`src/rtl/fp_mult_pkg.sv`:
```
// Shared types for the fp multiplier scheduler.
// Requester ids and in-flight tags travel down the result pipe.
package fp_mult_pkg;

  localparam int FP_W       = 32;
  localparam int NUM_REQ    = 2;
  localparam int INFLIGHT_W = 5;

  typedef logic req_id_t;

  typedef struct packed {
    logic    valid;
    req_id_t id;
  } tag_t;

endpackage

```
`src/rtl/fp_mult_scheduler_if.sv`:
```
// Requester, multiplier and result signals of the scheduler.
// slave is the scheduler side, master the surrounding system.
interface fp_mult_scheduler_if;
  import fp_mult_pkg::*;

  logic            req0_valid;
  logic            req0_ready;
  logic [FP_W-1:0] req0_a;
  logic [FP_W-1:0] req0_b;
  logic            req1_valid;
  logic            req1_ready;
  logic [FP_W-1:0] req1_a;
  logic [FP_W-1:0] req1_b;
  logic            mul_valid;
  logic [FP_W-1:0] mul_op1;
  logic [FP_W-1:0] mul_op2;
  logic [FP_W-1:0] mul_result;
  logic            res0_valid;
  logic            res1_valid;
  logic [FP_W-1:0] res_data;

  modport slave (
    input  req0_valid, req0_a, req0_b,
    input  req1_valid, req1_a, req1_b,
    input  mul_result,
    output req0_ready, req1_ready,
    output mul_valid, mul_op1, mul_op2,
    output res0_valid, res1_valid, res_data
  );

  modport master (
    output req0_valid, req0_a, req0_b,
    output req1_valid, req1_a, req1_b,
    output mul_result,
    input  req0_ready, req1_ready,
    input  mul_valid, mul_op1, mul_op2,
    input  res0_valid, res1_valid, res_data
  );

endinterface

```
`src/rtl/rr_arbiter2.sv`:
```
// Two-way round-robin arbiter; prio moves to the loser on a grant.
// Grants are suppressed while reset is held.
module rr_arbiter2
  import fp_mult_pkg::*;
(
  input  logic               clk,
  input  logic               rst,
  input  logic [NUM_REQ-1:0] i_valid,
  output logic [NUM_REQ-1:0] o_grant
);

  req_id_t r_prio;

  always_comb begin
    o_grant = '0;
    if (!rst) begin
      unique case (i_valid)
        2'b01:   o_grant = 2'b01;
        2'b10:   o_grant = 2'b10;
        2'b11:   o_grant = r_prio ? 2'b10 : 2'b01;
        default: o_grant = '0;
      endcase
    end
  end

  always_ff @(posedge clk) begin
    if (rst) begin
      r_prio <= 1'b0;
    end else if (|o_grant) begin
      r_prio <= o_grant[0];
    end
  end

endmodule

```
`src/rtl/fp_mult_scheduler.sv`:
```
// Issues operand pairs from two requesters into the shared multiplier
// and routes each result back to its issuer via a tag pipeline.
module fp_mult_scheduler
  import fp_mult_pkg::*;
#(
  parameter int LATENCY = 3
)
(
  input  logic                  clk,
  input  logic                  rst,
  fp_mult_scheduler_if.slave    bus,
  output logic [INFLIGHT_W-1:0] inflight,
  output logic                  busy
);

  logic [NUM_REQ-1:0]    w_grant;
  logic                  w_hs;
  req_id_t               w_id;
  tag_t                  w_tag_out;
  logic                  r_mul_valid;
  logic [FP_W-1:0]       r_op1;
  logic [FP_W-1:0]       r_op2;
  req_id_t               r_iss_id;
  tag_t                  r_tag [LATENCY];
  logic [INFLIGHT_W-1:0] r_inflight;

  rr_arbiter2 u_arb (
    .clk     (clk),
    .rst     (rst),
    .i_valid ({bus.req1_valid, bus.req0_valid}),
    .o_grant (w_grant)
  );

  assign w_hs      = |w_grant;
  assign w_id      = w_grant[1];
  assign w_tag_out = r_tag[LATENCY-1];

  always_ff @(posedge clk) begin
    if (rst) begin
      r_mul_valid <= 1'b0;
      r_op1       <= '0;
      r_op2       <= '0;
      r_iss_id    <= 1'b0;
      r_inflight  <= '0;
      for (int i = 0; i < LATENCY; i++)
        r_tag[i] <= '0;
    end else begin
      r_mul_valid <= w_hs;
      if (w_hs) begin
        r_op1    <= w_id ? bus.req1_a : bus.req0_a;
        r_op2    <= w_id ? bus.req1_b : bus.req0_b;
        r_iss_id <= w_id;
      end
      r_tag[0] <= '{valid: r_mul_valid, id: r_iss_id};
      for (int i = 1; i < LATENCY; i++)
        r_tag[i] <= r_tag[i-1];
      // issue and retire in one cycle cancel out
      unique case (1'b1)
        (w_hs && !w_tag_out.valid):
          r_inflight <= r_inflight + INFLIGHT_W'(1);
        (!w_hs && w_tag_out.valid):
          r_inflight <= r_inflight - INFLIGHT_W'(1);
        default: ;
      endcase
    end
  end

  assign bus.req0_ready = w_grant[0];
  assign bus.req1_ready = w_grant[1];
  assign bus.mul_valid  = r_mul_valid;
  assign bus.mul_op1    = r_op1;
  assign bus.mul_op2    = r_op2;
  assign bus.res0_valid = w_tag_out.valid && !w_tag_out.id;
  assign bus.res1_valid = w_tag_out.valid && w_tag_out.id;
  assign bus.res_data   = bus.mul_result;
  assign inflight       = r_inflight;
  assign busy           = (r_inflight != '0) || r_mul_valid;

endmodule

```
`src/flat_wrapper.sv`:
```
// flat-port wrapper written by rule: the top's interface ports become plain ports
module fp_mult_scheduler_flat import fp_mult_pkg::*;
#(
  parameter int LATENCY = 3
)
  (clk, rst, inflight, busy, bus_req0_valid, bus_req0_a, bus_req0_b, bus_req1_valid, bus_req1_a, bus_req1_b, bus_mul_result, bus_req0_ready, bus_req1_ready, bus_mul_valid, bus_mul_op1, bus_mul_op2, bus_res0_valid, bus_res1_valid, bus_res_data);
  fp_mult_scheduler_if bus_i ();
  input  logic clk;
  input  logic rst;
  output logic [INFLIGHT_W-1:0] inflight;
  output logic busy;
  input wire logic [$bits(bus_i.req0_valid)-1:0] bus_req0_valid;
  input wire logic [$bits(bus_i.req0_a)-1:0] bus_req0_a;
  input wire logic [$bits(bus_i.req0_b)-1:0] bus_req0_b;
  input wire logic [$bits(bus_i.req1_valid)-1:0] bus_req1_valid;
  input wire logic [$bits(bus_i.req1_a)-1:0] bus_req1_a;
  input wire logic [$bits(bus_i.req1_b)-1:0] bus_req1_b;
  input wire logic [$bits(bus_i.mul_result)-1:0] bus_mul_result;
  output wire logic [$bits(bus_i.req0_ready)-1:0] bus_req0_ready;
  output wire logic [$bits(bus_i.req1_ready)-1:0] bus_req1_ready;
  output wire logic [$bits(bus_i.mul_valid)-1:0] bus_mul_valid;
  output wire logic [$bits(bus_i.mul_op1)-1:0] bus_mul_op1;
  output wire logic [$bits(bus_i.mul_op2)-1:0] bus_mul_op2;
  output wire logic [$bits(bus_i.res0_valid)-1:0] bus_res0_valid;
  output wire logic [$bits(bus_i.res1_valid)-1:0] bus_res1_valid;
  output wire logic [$bits(bus_i.res_data)-1:0] bus_res_data;
  assign bus_i.req0_valid = bus_req0_valid;
  assign bus_i.req0_a = bus_req0_a;
  assign bus_i.req0_b = bus_req0_b;
  assign bus_i.req1_valid = bus_req1_valid;
  assign bus_i.req1_a = bus_req1_a;
  assign bus_i.req1_b = bus_req1_b;
  assign bus_i.mul_result = bus_mul_result;
  assign bus_req0_ready = bus_i.req0_ready;
  assign bus_req1_ready = bus_i.req1_ready;
  assign bus_mul_valid = bus_i.mul_valid;
  assign bus_mul_op1 = bus_i.mul_op1;
  assign bus_mul_op2 = bus_i.mul_op2;
  assign bus_res0_valid = bus_i.res0_valid;
  assign bus_res1_valid = bus_i.res1_valid;
  assign bus_res_data = bus_i.res_data;
  fp_mult_scheduler #(.LATENCY(LATENCY)) u_core (.clk(clk), .rst(rst), .bus(bus_i), .inflight(inflight), .busy(busy));
endmodule
```
`config.mk`:
```
export PLATFORM = sky130hd
export DESIGN_NAME = fp_mult_scheduler_flat
export DESIGN_NICKNAME = d
export VERILOG_FILES = /design/src/rtl/fp_mult_pkg.sv /design/src/rtl/fp_mult_scheduler_if.sv /design/src/rtl/rr_arbiter2.sv /design/src/rtl/fp_mult_scheduler.sv /design/src/flat_wrapper.sv
export SDC_FILE = /design/constraint.sdc
export NUM_CORES = 1
export LEC_CHECK = 0
export BUFFER_PORTS_ARGS = -buffer_cell sky130_fd_sc_hd__buf_2
export CORE_MARGIN = 3
export CORE_UTILIZATION = 38
export CTS_BUF_LIST = sky130_fd_sc_hd__clkbuf_8
export CTS_CLUSTER_DIAMETER = 150
export DETAILED_ROUTE_END_ITERATION = 16
export MAX_ROUTING_LAYER = met4
export PLACE_DENSITY = 0.85
export SYNTH_ARGS = -nofsm -noshare
export SYNTH_HDL_FRONTEND = slang
export SYNTH_SLANG_ARGS = --single-unit
```
`constraint.sdc`:
```
create_clock -name clk -period 2.65 [get_ports clk]
set_input_delay 0.1325 -clock clk [delete_from_list [all_inputs] [get_ports clk]]
set_output_delay 0.1325 -clock clk [all_outputs]
set_load 0.05 [all_outputs]
```
**After elaboration in Yosys (flattened, before gate mapping)**

Memory sizes are Yosys's and may differ from the RTL's.
Cells that the tools add are included.

- $add $sub $neg: 2
- Equal/unequal tests: 3
- Multiplexer cells: 12
- Bitwise operators: 3
- Reductions and logical operators: 11

Operators with widths:

| kind | number |
|---|---|
| two-way mux 32 bit | 2 |
| two-way mux 2 bit | 5 |
| one-hot mux 5 bit (2 select lines) | 1 |
| one-hot mux 2 bit (3 select lines) | 1 |
| adder 5 x 1 -> 5 bit (second input constant) | 1 |
| nonzero test 5 bit | 1 |
| subtractor 5 x 1 -> 5 bit (second input constant) | 1 |
| == test 2 bit (second input constant) | 2 |
| logical AND 1 bit | 4 |
| logical NOT 1 bit | 3 |
| two-way mux 1 bit | 3 |
| bitwise OR 1 bit | 3 |
| == test 2 x 1 -> 1 bit (second input constant) | 1 |
| nonzero test 2 bit | 1 |
| OR reduction 2 bit | 1 |
| logical OR 1 bit | 1 |

- Bits in registers: 72
- Bits in writable memories: 6
- Bits of input ports: 164
- Word-level logic and storage cells: 38
- Memories: 1

Memory list:

| memory | depth | bits a word | read ports | clocked after memory_dff | write ports | line | RTL |
|---|---|---|---|---|---|---|---|
| u_core.r_tag | 3 | 2 | 3 | 0 | 3 | fp_mult_scheduler.sv:24 | `tag_t r_tag [LATENCY];` |

**Longest topological paths before layout**

Gate-level depths: netlist (run 1).

- Depth in word-level cells: 7
- Mapped depth: 14

**Hierarchy**

From an unflattened synthesis (run 1), not the netlist that was laid out.

- Cells, all modules: 457
- Area, all modules: 3858.7 sq um

By module, submodules not included:

| module | times used | cells each | area each (sq um) | sequential area each (sq um) |
|---|---|---|---|---|
| fp_mult_scheduler | 1 | 451 | 3797.4 | 1541.5 |
| rr_arbiter2 | 1 | 6 | 61.3 | 20.0 |

**Worst setup path after synthesis (run 1)**

Ideal clock, no wire load.

- Kind: register -> register
- Start point: reg u_core.u_arb.r_prio
- End point: reg u_core.r_inflight[4], in the netlist u_core.inflight[4]
- Setup time: 0.123 ns
- Arrival: 2.659 ns
- Data required time: 2.527 ns
- Path slack: -0.132 ns
- Stages on the path, launching flop included: 13
- Buffers on the path: 1
- Clock period less this slack: 2.782 ns
- Cells stage by stage: dfxtp_1 > nand2b_1 > nand3b_1 > clkbuf_1 > inv_2 > nor2_1 > ha_1 > inv_1 > fa_1 > nand2b_1 > a21oi_1 > mux2i_1 > mux2_1

- Longest elaborated chain between the ends: 7
- Elaborated cells between the ends (all ways): 9
- Those cells by class: mux: 4; reduce/logical: 5

Ends and longest elaborated chain:

| item | line | RTL |
|---|---|---|
| start: declaration | rr_arbiter2.sv:12 | `req_id_t r_prio;` |
| start signal: assignment | rr_arbiter2.sv:30 | `r_prio <= o_grant[0];` |
| two-way mux 2 bit * | rr_arbiter2.sv:20 | `2'b11: o_grant = r_prio ? 2'b10 : 2'b01;` |
| one-hot mux 2 bit (3 select lines) * | rr_arbiter2.sv:17 | `unique case (i_valid)` |
| two-way mux 2 bit * | rr_arbiter2.sv:16 | `if (!rst) begin` |
| net bus_req1_ready | flat_wrapper.sv:20 | `output wire logic [$bits(bus_i.req1_ready)-1:0] bus_req1_ready;` |
| OR reduction 2 bit * | fp_mult_scheduler.sv:34 | `assign w_hs = \|w_grant;` |
| logical NOT 1 bit | fp_mult_scheduler.sv:61 | `(!w_hs && w_tag_out.valid):` |
| logical AND 1 bit | fp_mult_scheduler.sv:61 |  |
| one-hot mux 5 bit (2 select lines) or nonzero test 2 bit (tied branches) | n/a |  |
| end signal: assignment | fp_mult_scheduler.sv:60 | `r_inflight <= r_inflight + INFLIGHT_W'(1);` |
| end signal: assignment | fp_mult_scheduler.sv:62 | `r_inflight <= r_inflight - INFLIGHT_W'(1);` |
| end: declaration | fp_mult_scheduler.sv:25 | `logic [INFLIGHT_W-1:0] r_inflight;` |

The timed path passes the listed nets; every way through them passes the cells marked *.
A chain may end at the register's enable or synchronous reset.

**Worst setup path in the final report (run 1)**

- Start point: reg u_core.u_arb.r_prio
- End point: reg u_core.r_inflight[4], in the netlist u_core.inflight[4]

- Longest elaborated chain between the ends: 7
- Elaborated cells between the ends (all ways): 9
- Those cells by class: mux: 4; reduce/logical: 5

Ends and longest elaborated chain:

| item | line |
|---|---|
| two-way mux 2 bit * | rr_arbiter2.sv:20 |
| one-hot mux 2 bit (3 select lines) * | rr_arbiter2.sv:17 |
| two-way mux 2 bit * | rr_arbiter2.sv:16 |
| OR reduction 2 bit * | fp_mult_scheduler.sv:34 |
| logical NOT 1 bit | fp_mult_scheduler.sv:61 |
| logical AND 1 bit | fp_mult_scheduler.sv:61 |
| one-hot mux 5 bit (2 select lines) or nonzero test 2 bit (tied branches) | n/a |

Every way passes the cells marked *; elsewhere a longest branch is shown, timed or not.

==> flow_summary.ini, run 1 <==
[run_status]
status = completed

[placement]
dp_slack_ns = 0.2271
place_hpwl_mm = 7.046
globalplace.congestion = 0.8046
placed_cells = 666
io_buffers = 206

[clocking]
htreeDepth = 3
clk_path_buf_depth = 2
clock_sinks = 78
worst_skew_pair.late_latency_ns = 0.34
postCtsSetupRepairBufs = 0
tritoncts = done
cts_buffers = 9
cts_resized = 0
path_clk_slew_ns = 0.10
cts_hold_buf = 0
root_buffer = clkbuf_8

[global_routing]
grt_pass1_wl_mm = 14.99
grt_pass1_vias = 3227
antenna_found_initial = 0
track_usage_pct = 16.75
gr-total-overflow = 0
grt_max_degree = 71

[sta]
fin_crit_sh_pct = 92.76
setup_tns_ns = 0
drv_slew = 0
rsz0062_at_grt = false
slew_headroom_pct = 26.83
period_needed_ns = 2.458
setup_viol = 0
timing.fmax_mhz = 406.8
finalHoldViolCount = 0
worst_pin_slew_ns = 1.098
layout_setup_ws_ns = 0.1918
fin_skew_ns = 0.01667

[finish]
regArea_um2 = 1563
layout_common_cells = buf_2 (206), nor2_1 (80), dfxtp_1 (77), mux2i_1 (65), a211oi_1 (64)
drive_gt1_share_pct = 41.95
fillCellCount = 873
synthToLayoutAreaGrowth_pct = 27.40
fin_util_pct = 50.60
final_common_cell = buf_2
multi_input_area_um2 = 1710
num-nets-final = 717
final_cells = 682
antenna_cells = 0

[logic_synthesis]
synth_top_area_share_pct = 41.95
yosysSeqAreaShare_pct = 41.95
ys_types = 31
syn-num-nets = 560
syn_area_per_cell_um2 = 9.520
synthSimpleGateAreaFrac_pct = 11.16
synth_top_area_cell = dfxtp_1
synth-xor-area-share_pct = 0.4706
synthesis.area_um2 = 3722
muxShareOfSynthArea_pct = 17.78
synth_top_family_by_area = multiplexers
yosys_warnings = 0
ys_top_cells_by_area = dfxtp_1 (42%), mux2i_1 (17%), a211oi_1 (13%), nor2_1 (8.1%), buf_4 (7.3%)
yosys_register_bits = 78
synth_cells = 391
synth-compound-area-share_pct = 14.42
yosys.area_share.adder_pct = 1.882

[flow_run]
maxCapViolations = 0

[setup_path]
r2r_start = u_core.u_arb.r_prio
reg2reg_to = u_core.inflight[4]
cp.depth = 11
worstPathCellList = nand2b_1 > nand3b_1 > inv_2 > nor2_1 > ha_2 > inv_1 > fa_1 > nand2b_1 > a21oi_2 > mux2i_1 > mux2_1
end_kind = flip-flop
path_common_cell = nand2b_1
r2r_cells = 11
r2r_slack_ns = 0.19
path_buf_inv = 2
max_stage_delay_ns = 0.40
critical_path_required_ns = 2.89
crit_path_start = u_core.u_arb.r_prio
cp.arrival_ns = 2.70
cp_slowest_cell = fa_1
crit_end = u_core.inflight[4]
cp-start-kind = flip-flop
cp_max_fo = 5
crit_type = reg -> reg
path_delay_family = adder cells

[detailed_routing]
via_count = 3297
drc = 0
wl_met1_mm = 3.975
dr_wl_met3_um = 742
highest_layer = met4
drt_iter0_markers = 72
drtAntennaViolNets = 0
wire_per_inst_um = 14.01
drt-vias-per-instance = 4.834
wl_met2_mm = 4.704
wl_mm = 9.554
dr.pass1.iters = 4

[floorplan]
die_y_um = 105.0
rows = 35
dieArea_um2 = 11020
core_um2 = 9371
top_level_ports = 271
initial_core_util_pct = 39.72
die_w_um = 105.0

[min_path]
whs_path_depth = 2
hold_class = in -> reg

[pwr]
vdd_ir_drop_max_v = 0.0003214
power_density_nw_per_um2 = 660.1
p_leak_nw = 2.244
-- power breakdown --
group / total [mW] / switching, mW / internal [mW] / leakage (nW)
combinational: 0.797 / 0.544 / 0.253 / 1.49
clock: 1.02 / 0.453 / 0.563 / 0.113
sequential: 1.32 / 0.0516 / 1.27 / 0.643
total: 3.13 / 1.05 / 2.08 / 2.24
-- final cells by class --
class                           count  share of cell area, %
Multi-Input combinational cell    245                  36.07
Inverter                            4                 0.3166
Clock buffer                       10                  2.902
Tap cell                          129                  3.404
Timing Repair Buffer              210                  22.37
Clock inverter                      6                  1.979
Sequential cell                    78                  32.96
-- metrics by stage --
stage | total power, mW | hold slack [ns] | area (µm²)
global route | 3.271 | 0.04747 | 4742
global placement | 2.123 | 0.2653 | 4511
CTS | 3.172 | 0.01200 | 4742
detailed placement | 2.142 | 0.2653 | 4511
finish | 3.130 | 0.03285 | 4742
floorplan | 2.050 | 0.2427 | 3736
-- layer usage --
metal,vias to the layer above,track usage (%)
met1,1472,18.82
li1,1657,-
met4,0,5.717
met2,146,29.01
met5,-,-
met3,22,4.138
-- cells by family after synthesis --
logic type	Yosys count
AND/OR/NAND/NOR	99
flip-flops	78
AO/OA/AOI/OAI	73
buffers and inverters	68
multiplexers	66
adder cells (fa/ha/maj)	5
XOR/XNOR	2
-- how the worst min path moves through the flow --
stage / from / end
2_1_floorplan: bus_req0_valid / u_core.u_arb.r_prio
3_3_place_gp: bus_mul_result[0] / bus_res_data[0]
3_5_place_dp: bus_mul_result[0] / bus_res_data[0]
4_1_cts: bus_req0_valid / u_core.u_arb.r_prio
5_1_grt: bus_req0_valid / u_core.u_arb.r_prio
6_report: bus_req0_valid / u_core.u_arb.r_prio
-- synthesized netlist by cell type --
library cell  instances
o21a_1                1
nand3b_1              1
nand3_1               1
buf_2                 1
dfxtp_1              78
nand2_1               2
nor2b_1               8
clkbuf_1             21
buf_1                 1
buf_8                 1
or2_1                 1
ha_1                  4
buf_4                36
or4_1                 1
buf_6                 1
inv_2                 1
buf_12                3
nor4_1                1
mux2_1                1
xor2_1                2
and2_1                2
a211oi_1             64
a21oi_2               1
mux2i_1              65
fa_1                  1
a21o_1                1
inv_1                 3
o211ai_1              1
a21oi_1               5
nand2b_1              2
nor2_1               80
-- registers in the layout (all words and copies together), names as in the netlist --
signal and cells:
u_core.u_arb.r_prio 1, u_core.inflight 5, u_core.bus.mul_op1 32, u_core.bus.mul_valid 1, u_core.bus.mul_op2 32, u_core.r_iss_id 1
u_core.r_tag 6
(Power assumes the default switching activity.)
==> inputs of run 2 (changes only) <==
--- a/config.mk
+++ b/config.mk
@@ -5,14 +5,16 @@
 export SDC_FILE = /design/constraint.sdc
 export NUM_CORES = 1
 export LEC_CHECK = 0
+export ABC_AREA = 1
 export BUFFER_PORTS_ARGS = -buffer_cell sky130_fd_sc_hd__buf_2
-export CORE_MARGIN = 3
-export CORE_UTILIZATION = 38
+export CORE_AREA = 3 3 105 107
 export CTS_BUF_LIST = sky130_fd_sc_hd__clkbuf_8
 export CTS_CLUSTER_DIAMETER = 150
 export DETAILED_ROUTE_END_ITERATION = 16
+export DIE_AREA = 0 0 108 110
 export MAX_ROUTING_LAYER = met4
-export PLACE_DENSITY = 0.85
+export PLACE_DENSITY = 0.8
 export SYNTH_ARGS = -nofsm -noshare
 export SYNTH_HDL_FRONTEND = slang
+export SYNTH_HIERARCHICAL = 1
 export SYNTH_SLANG_ARGS = --single-unit
==> constraint.sdc (replaced) <==
create_clock -name clk -period 3 [get_ports clk]
set_input_delay 0.15 -clock clk [delete_from_list [all_inputs] [get_ports clk]]
set_output_delay 0.15 -clock clk [all_outputs]
set_load 0.05 [all_outputs]
==> flow_summary.ini, run 2 <==
[run_status]
status = completed

[setup_path]
r2r_cells = 13
crit_path_start = u_core/u_arb/r_prio
path_buf_inv = 3
r2r_start = u_core/u_arb/r_prio
path_delay_family = simple AND/OR/NAND/NOR gates
crit_type = reg -> reg
cp-start-kind = flip-flop
cp_max_fo = 33
max_stage_delay_ns = 0.33
worstPathCellList = nor2_1 > nor2_4 > or2_1 > inv_2 > buf_4 > ha_1 > nand2_1 > o21bai_1 > inv_1 > nand3_1 > nand2_1 > nor2_1 > nor2_1
critical_path_required_ns = 3.25
end_kind = flip-flop
cp.depth = 13
cp_slowest_cell = dfxtp_1
r2r_slack_ns = 0.83
path_common_cell = nor2_1
reg2reg_to = u_core/inflight[4]
cp.arrival_ns = 2.42
crit_end = u_core/inflight[4]

[floorplan]
top_level_ports = 271
die_y_um = 110
rows = 37
core_um2 = 10230
initial_core_util_pct = 37.95
dieArea_um2 = 11880
die_w_um = 108

[placement]
dp_slack_ns = 0.8219
place_hpwl_mm = 7.312
io_buffers = 206
globalplace.congestion = 0.8444
dpl_cell_area_um2 = 4730

[detailed_routing]
drc = 0
via_count = 3988
drt-vias-per-instance = 4.378
dr.pass1.iters = 4
drt_iter0_markers = 218
wire_per_inst_um = 11.12
drtAntennaViolNets = 0
wl_mm = 10.13

[finish]
layout_common_cells = nand2_1 (274), buf_2 (206), inv_1 (87), dfxtp_1 (78), nand3_1 (70)
drive_gt1_share_pct = 29.68
final_common_cell = nand2_1
antenna_cells = 0
postLayoutCellArea_um2 = 4943
num-nets-final = 938
synthToLayoutAreaGrowth_pct = 27.33

[logic_synthesis]
yosys_register_bits = 78
synth_top_area_share_pct = 40.22
ys_types = 19
yosys_warnings = 6
ys_dominant_reg_cell = dfxtp_1
synth_top_cells_by_count = nand2_1 (274), inv_1 (88), dfxtp_1 (78)
yosysSeqAreaShare_pct = 40.22
synth_cells = 609
syn-num-nets = 777
ys_top_cells_by_area = dfxtp_1 (40%), nand2_1 (26%), nand3_1 (9.0%), inv_1 (8.5%), buf_4 (6.2%)
syn_area_per_cell_um2 = 6.375
synth_top_area_cell = dfxtp_1
synth.most_common_cell = nand2_1
synth_edf_count = 0
synthesis.area_um2 = 3882
synth_async_sr_flop_share_pct = 0

[sta]
finalHoldViolCount = 0
fin_crit_sh_pct = 72.17
worst_pin_slew_ns = 1.098
timing.fmax_mhz = 461.9
period_needed_ns = 2.165
rsz0062_at_grt = false
slew_headroom_pct = 26.71
drv_slew = 0
whs_ns = 0.04696
setup_viol = 0
fin_skew_ns = 0.01183
setup_tns_ns = 0
layout_setup_ws_ns = 0.8350

[clocking]
root_buffer = clkbuf_8
clk_path_buf_depth = 2
tritoncts = done
worst_skew_pair.late_latency_ns = 0.35
clock_sinks = 78
cts_buffers = 9
cts_resized = 0
path_clk_slew_ns = 0.08
postCtsSetupRepairBufs = 0
cts_hold_buf = 0
htreeDepth = 3

[global_routing]
grt_max_degree = 66
track_usage_pct = 16.68
grt_pass1_wl_mm = 15.39
gr-total-overflow = 0
grt_pass1_vias = 3495
antenna_found_initial = 0

[pwr]
vdd_ir_drop_max_v = 0.0002781
power_density_nw_per_um2 = 539.4
finalPower_mw = 2.666
p_leak_nw = 3.111

[flow_run]
maxCapViolations = 0

[min_path]
hold_class = in -> reg
## run 2: worst min path at each step
stage	start	to	slack, ns	cells past startpoint
floorplan	bus_req0_valid	u_core/u_arb/r_prio	0.28	2
global placement	bus_mul_result[12]	bus_res_data[12]	0.30	0
detailed placement	bus_mul_result[12]	bus_res_data[12]	0.30	0
CTS	bus_req0_valid	u_core/u_arb/r_prio	0.02	3
global route	bus_req0_valid	u_core/u_arb/r_prio	0.04	3
finish	bus_req0_valid	u_core/u_arb/r_prio	0.05	3
## run 2: layer usage
layer  up-vias  share of wire, %  GRT usage (%)
met5         -                 0              -
met4         0               1.6          6.222
met3        15               8.9          5.533
met2       164                47          28.55
met1      1718                42          18.12
li1       2091                 -              -
## run 2: final cells by class
class,instances,area [µm²]
sequential,78,1562
inverter,89,334.1
multi-input combinational,381,1595
timing repair buffer,211,1069
fill,1052,5288
clock inverter,7,90.09
clock buffer,9,123.9
tap,136,170.2
## run 2: worst register-to-register path, delay by kind of cell (launching register included)
| kind | cells | cell delay [ns] |
|---|---|---|
| flops | 1 | 0.33 |
| simple gates | 8 | 0.84 |
| buf+inv | 3 | 0.45 |
| compound gates | 1 | 0.13 |
| fa+ha+maj | 1 | 0.30 |
## run 2: logic make-up (layout without fill, tap and decap cells)
family | Yosys count | after routing | synth area share [%]
AO/OA/AOI/OAI | 8 | 8 | 1.160
XOR/XNOR | 3 | 3 | 0.6769
flip-flops | 78 | 78 | 40.22
AND/OR/NAND/NOR | 366 | 366 | 37.77
adder cells (fa/ha/maj) | 4 | 4 | 1.289
buffers and inverters | 150 | 316 | 18.88
## run 2: through the flow
| stage | util, % | std cells |
|---|---|---|
| CTS | 48.32 | 911 |
| global route | 48.32 | 911 |
| finish | 48.32 | 911 |
| global placement | 46.23 | 895 |
| floorplan | - | 609 |
| detailed placement | 46.23 | 895 |
## run 2: power by group
group          internal, mW  leakage, nW  switching (mW)  total (mW)
combinational         0.197         2.36           0.472       0.669
sequential             1.11        0.640          0.0401        1.15
clock                 0.464        0.110           0.388       0.852
total                  1.77         3.11           0.900        2.67
